`config.mk`:
```
export PLATFORM = sky130hd
export DESIGN_NAME = qeciphy_rx_lock_monitor
export DESIGN_NICKNAME = d
export VERILOG_FILES = /design/src/rtl/qeciphy_rx_lock_monitor.sv
export SDC_FILE = /design/constraint.sdc
export NUM_CORES = 1
export LEC_CHECK = 0
export ABC_CLOCK_PERIOD_IN_PS = 2550
export BUFFER_PORTS_ARGS = -buffer_cell sky130_fd_sc_hd__buf_2
export CAP_MARGIN = 20
export CORE_ASPECT_RATIO = 1.75
export CORE_MARGIN = 4
export CORE_UTILIZATION = 47
export DETAILED_ROUTE_END_ITERATION = 7
export PLACE_DENSITY = 0.76
export SYNTH_ARGS = -nofsm -noshare
export SYNTH_HDL_FRONTEND = slang
export SYNTH_SLANG_ARGS = --single-unit
export TNS_END_PERCENT = 10
```
`constraint.sdc`:
```
create_clock -name clk_i -period 2.55 [get_ports clk_i]
set_clock_uncertainty 0.15 [all_clocks]
set_input_delay 0 -clock clk_i [delete_from_list [all_inputs] [get_ports clk_i]]
set_output_delay 0 -clock clk_i [all_outputs]
set_load 0.1 [all_outputs]
```
`src/rtl/qeciphy_rx_lock_monitor.sv`:
```
// qeciphy_rx_lock_monitor: tracks training-word frame lock, remote readiness and lock-loss/timeout faults
module qeciphy_rx_lock_monitor #(
  parameter int          LOCK_COUNT   = 64,
  parameter int          GAP_LIMIT    = 256,
  parameter int          LOCK_TIMEOUT = 1048575,
  parameter logic [15:0] TRAIN_MARKER = 16'hB5A3
) (
  input  logic        clk_i,
  input  logic        rst_i,
  input  logic        rx_enable_i,
  input  logic        rx_valid_i,
  input  logic [63:0] rx_data_i,
  output logic        rx_ready_o,
  output logic        remote_rx_ready_o,
  output logic        fault_fatal_o,
  output logic [2:0]  state_o
);
  localparam int LW = $clog2(LOCK_COUNT + 1);
  localparam int GW = $clog2(GAP_LIMIT + 1);
  typedef enum logic [2:0] {IDLE = 3'd0, HUNT = 3'd1, LOCKING = 3'd2, LOCKED = 3'd3, FAULT = 3'd4} state_t;
  state_t        r_state;
  logic [LW-1:0] r_lock;
  logic [GW-1:0] r_gap;
  logic [19:0]   r_tmo;
  logic          w_train;
  logic          w_unused;
  assign w_train  = rx_valid_i && (rx_data_i[63:48] == TRAIN_MARKER);
  assign w_unused = ^rx_data_i[47:1];
  assign state_o  = r_state;
  always_ff @(posedge clk_i) begin
    if (rst_i) begin
      r_state           <= IDLE;
      r_lock            <= '0;
      r_gap             <= '0;
      r_tmo             <= '0;
      rx_ready_o        <= 1'b0;
      remote_rx_ready_o <= 1'b0;
      fault_fatal_o     <= 1'b0;
    end else if (r_state == FAULT) begin
      r_state <= FAULT;
    end else if (!rx_enable_i) begin
      r_state           <= IDLE;
      r_lock            <= '0;
      r_gap             <= '0;
      r_tmo             <= '0;
      rx_ready_o        <= 1'b0;
      remote_rx_ready_o <= 1'b0;
    end else begin
      case (r_state)
        IDLE: begin
          r_state <= HUNT;
          r_tmo   <= '0;
        end
        HUNT, LOCKING: begin
          r_tmo <= (r_tmo == '1) ? r_tmo : r_tmo + 20'd1;
          // timeout outranks a training word arriving on the final allowed cycle
          if (r_tmo >= 20'(LOCK_TIMEOUT - 1)) begin
            r_state       <= FAULT;
            fault_fatal_o <= 1'b1;
          end else if (w_train) begin
            r_lock <= r_lock + 1'b1;
            if (r_lock == LW'(LOCK_COUNT - 1)) begin
              r_state    <= LOCKED;
              r_gap      <= '0;
              rx_ready_o <= 1'b1;
            end else r_state <= LOCKING;
          end else if (rx_valid_i) begin
            r_state <= HUNT;
            r_lock  <= '0;
          end
        end
        LOCKED: begin
          if (!rx_valid_i && r_gap == GW'(GAP_LIMIT - 1)) begin
            r_state           <= FAULT;
            fault_fatal_o     <= 1'b1;
            rx_ready_o        <= 1'b0;
            remote_rx_ready_o <= 1'b0;
          end else begin
            r_gap <= rx_valid_i ? '0 : r_gap + 1'b1;
            if (w_train && rx_data_i[0]) remote_rx_ready_o <= 1'b1;
          end
        end
        default: r_state <= IDLE;
      endcase
    end
  end
endmodule

```
-- Yosys cells after proc, flatten, opt, wreduce, memory -nomap -nowiden
Index checks and enable logic that the tools add are counted.
- bits in registers: 42
- input port bits: 68
- add/sub/neg operators: 3
- $lt $le $gt $ge: 1
- equal/unequal tests: 26
- mux-type cells: 36
- bitwise operators: 2
- reductions and logical operators: 16
- operators by type and width (kind ; number):
    $mux 9 ; 6
    $mux 20 ; 2
    $pmux 20 s2 ; 1
    $mux 7 ; 5
    $add 20x1->20 const B ; 1
    $eq 20x20->1 const B ; 1
    $ge 20x20->1 const B ; 1
    $mux 3 ; 6
    $ne 3x3->1 const B ; 6
    $pmux 9 s2 ; 1
    $eq 16x16->1 const B ; 1
    $mux 1 ; 12
    $ne 3x1->1 const B ; 4
    $reduce_and 6->1 ; 2
    $add 9x1->9 const B ; 1
    $eq 9x8->1 const B ; 1
    $pmux 3 s3 ; 1
    $ne 4x4->1 const B ; 2
    $add 7x1->7 const B ; 1
    $eq 7x6->1 const B ; 1
    $eq 3x2->1 const B ; 2
    $ne 2x2->1 const B ; 3
    $ne 6x6->1 const B ; 1
    $reduce_and 3->1 ; 2
    14 further kinds ; 20

-- Logic depth before layout (Yosys ltp)
- depth after elaboration: 7
- gate-level depth with buffers: 9
- depth with buffers taken out: 9

-- Worst setup path after synthesis
Ideal clock, no wire load.
- path type: register to register
- start point: register r_state[1], in the netlist state_o[1]
- end point: register r_lock[2]
- setup time: 74 ps
- arrival: 2747 ps
- setup slack: -421 ps
- stages on the path, launching flop included: 6
- clock period less this slack: 2971 ps
- cell sequence: dfxtp_1 -> xor2_1 -> nor3b_1 -> o2111a_1 -> or4b_2 -> o21ai_0
- longest elaborated chain between the ends: 4
- elaborated cells between the ends (all ways): 7
- RTL lines (what ; line ; RTL):
    start: declaration ; 21 ; state_t r_state;
    start signal: assignment ; 32 ; r_state <= IDLE;
    start signal: assignment ; 40 ; r_state <= FAULT;
    start signal: assignment ; 42 ; r_state <= IDLE;
    $eq 3x1->1 or $eq 3x2->1 (tied branches) ; 49 ; case (r_state)
    $reduce_or 2->1 ; 49 ;
    $ne 2x1->1 (no line) ; n/a ;
    $reduce_and 4->1 (no line) (*) ; n/a ;
    end signal: assignment ; 61 ; r_lock <= r_lock + 1'b1;
    end: declaration ; 22 ; logic [LW-1:0] r_lock;
Every way passes the cells marked *; elsewhere a longest branch is shown, timed or not.
A chain may end at the register's enable or synchronous reset.

-- Worst setup path in the final report
- start point: input rx_valid_i
- end point: register r_lock[1]
- longest elaborated chain between the ends: 5
- elaborated cells between the ends (all ways): 7
- RTL lines (what ; line ; RTL):
    start: declaration ; 11 ; input logic rx_valid_i,
    $logic_and 1x1->1 ; 27 ; assign w_train = rx_valid_i && (rx_data_i[63:48] == TRAIN_MARKER);
    $mux 7 ; 60 ; end else if (w_train) begin
    $mux 7 ; 57 ; if (r_tmo >= 20'(LOCK_TIMEOUT - 1)) begin
    $mux 7 ; 49 ;
    $mux 7 ; 41 ; end else if (!rx_enable_i) begin
Several ways; a longest one is shown, not always the timed one. The select of a mux whose other input is x is not followed.

==> key figures <==
Final layout
  • Final Instance Count excl. Fillers: 409
  • Layout cells sized above 1: 22.6%
  • FF/Latch Area: 851 um2
  • Area of the multi-input gates: 0.00163 mm2
  • Fin nets: 426
  • # diodes: 0
  • Area Overhead vs Synth: 16.5%
  • Number of fill cells in the layout: 495

Logic synthesis
  • Synthesis Warnings: 0
  • Main synth FF type: dfxtp_1
  • Register bit total from synthesis: 42
  • Synth top cells by count: 42 x dfxtp_1, 32 x nor2_1, 26 x nand2_1
  • Syn avg cell area: 8.11 um2
  • Cell taking the most area after synthesis: dfxtp_1
  • Share of the synthesized area in the top cell type: 33.0%
  • Ys async rst share: 0%
  • Area contributors post-synth: dfxtp_1 33%, nor2_1 4.7%, nand2_1 3.8%, nand2b_1 3.4%, a21oi_1 3.1%
  • Post-synth EDFFs: 0
  • Top-count cell post-synth: dfxtp_1
  • Seq/Total Area, Yosys: 33.0%
  • Syn_nets: 387
  • Syn Std Cell Area: 0.00255 mm2
  • Gate Count Post-Synth: 314
  • Unique cell type count in the Yosys netlist: 58

Timing
  • Endpoints failing hold: 0
  • Final Setup Violations: 0
  • Slew Limit Headroom: 39.0%
  • Period utilization: 97.0%
  • Fin Setup TNS: 0 ns
  • Slew Viols, Final: 0
  • Worst-margin pin slew: 0.916 ns
  • Final Hold Slack: 0.0214 ns
  • FMAX: 404 MHz
  • Min Tclk post-route: 2.47 ns
  • RSZ-0062 raised after global routing: no
  • Final WS setup: 0.0772 ns

Clock network
  • Clk buf depth: 2
  • CTS tree: yes
  • CTS H-tree depth: 2
  • Total CTS buffers: 5
  • Clock sink count: 42
  • CTS root buf: clkbuf_8
  • Clock latency on the worst-skew pair: 0.30 ns
  • Clk slew on worst S/H paths: 0.08 ns

Worst setup path
  • Worst Path Required: 2.63 ns
  • Reg2Reg Setup Slack: 0.15 ns
  • Worst setup SP type: input port
  • R2R depth: 9
  • Worst r2r src: r_gap[0]
  • CP Capture Point: r_lock[1]
  • Worst setup path class: input port to flip-flop
  • Critical path launch point: rx_valid_i
  • Crit Path Max Fanout: 4
  • Worst setup EP type: flip-flop
  • Worst r2r dst: r_gap[0]
  • Worst EP arrival: 2.55 ns

Place
  • Placer Congestion: 0.830
  • Pre-CTS setup slack: 0.0455 ns
  • Inst Count DP: 397
  • HPWL after DPL: 4890 um
  • Port Buffer Count: 26

Pwr
  • Leakage: 0.00105 uW
  • Maximum VDD drop: 0.384 mV
  • PwrDens: 417 mW/mm2

GRT
  • Number of global-route vias before repair: 2409
  • Global-route wire length before repair: 10900 um
  • Initial antenna violation count: 0
  • GRT Overall Usage: 20.1%
  • Largest net degree at the start of global routing: 35
  • Total gr overflow: 0

Run status
  • Status: finished, final reports clean

Floorplan
  • Rows: 35
  • Core area: 0.00526 mm2
  • Initial Util: 48.5%
  • Die area: 0.00671 mm2
  • DIE HEIGHT: 105 um
  • Die Width: 63.7 um
  • I/O pins: 74

Drt
  • WL final: 6530 um
  • Initial DRC count: 109
  • First-pass DRT Iterations: 4
  • WL/cell: 16.0 um
  • Residual DRC count: 0
  • Antenna-violating nets left: 0
  • Via count: 2574
  • DR vias/cell: 6.29

Job
  • Max-cap check violation count: 0

Worst hold path
  • HP Class: input port to flip-flop
state kept, by name, indices dropped and copies added, names as in the netlist:
signal             cells
r_lock                 7
r_tmo                 20
r_gap                  9
fault_fatal_o          1
state_o                3
remote_rx_ready_o      1
rx_ready_o             1
cells by family (layout without fill, tap and decap cells):
family          count (synthesis)  in the layout  share of synthesized area (%)
fa+ha+maj                       5              5                           2.46
buf+inv                        26             66                           3.98
mux                             8              8                           3.24
flops                          42             42                           33.0
compound gates                 87             87                           24.6
xor+xnor                        9              9                           3.09
simple gates                  137            137                           29.6
per-layer routing:
metal	routed length (um)	part of all wire, %	vias up	GRT usage [%]
met2	3640	56	72	38.0
met1	2470	38	1222	20.5
met5	0	0	-	0
met4	178	2.7	0	9.27
li1	-	-	1264	-
met3	245	3.8	16	4.05
layout make-up:
class	count	share of cell area, %
clock buffers	7	2.91
clock inverters	1	0.169
inverters	12	1.52
multi-input cells	246	54.8
flip-flops and latches	42	28.7
well taps	55	2.32
repair buffers	46	9.62
through the flow:
stage          cell area [um2]  util, %  power, uW
5_1_grt                   2970     56.5       1280
3_3_place_gp              2820     53.6        793
4_1_cts                   2930     55.8       1250
6_report                  2970     56.5       1240
2_1_floorplan             2560        -        756
3_5_place_dp              2820     53.6        795
cells in the final DEF, fill, tap and decap left out, types with 6 or more instances in the layout:
cell type / count
a2111oi_0: 6
a21oi_1: 15
a221oi_1: 6
buf_2: 26
buf_4: 18
clkbuf_8: 6
dfxtp_1: 38
inv_1: 12
mux2i_1: 6
nand2_1: 26
nand2b_1: 14
nand3_1: 10
nand4_1: 9
nor2_1: 32
nor3_1: 7
o211ai_1: 6
o21ai_0: 13
xnor2_1: 8
worst max-delay path: stages:
cell and delay (ns):
dlygate4sd3_1 0.52, buf_2 0.11, or4b_1 0.45, or4_4 0.58, or2_0 0.27, or4_1 0.47
a21oi_1 0.15
worst min path at each step:
| stage | startpoint | endpoint | slack, ns | cells after the start |
|---|---|---|---|---|
| floorplan | rst_i | state_o[0] | 0.01 | 2 |
| global placement | rx_data_i[0] | remote_rx_ready_o | 0.21 | 5 |
| detailed placement | rx_data_i[0] | remote_rx_ready_o | 0.22 | 5 |
| CTS | rst_i | r_tmo[1] | 0.001 | 2 |
| global route | rst_i | state_o[2] | 0.07 | 2 |
| finish | rst_i | r_tmo[1] | 0.02 | 2 |
where the power goes:
part           internal [uW]  total, uW  switching (uW)
logic                   44.4        119            74.7
clock network            219        453             235
registers                657        665            7.46
total                    920       1240             317
what timing repair did:
action | 4_1_cts | 5_1_grt
endpoints found under the hold margin | 2 | 0
buffers inserted | 0 | 2
endpoints found under the setup margin | 0 | 9
hold buffers | 2 | 0
gates resized for setup | 0 | 6
(Power assumes the default switching activity.)
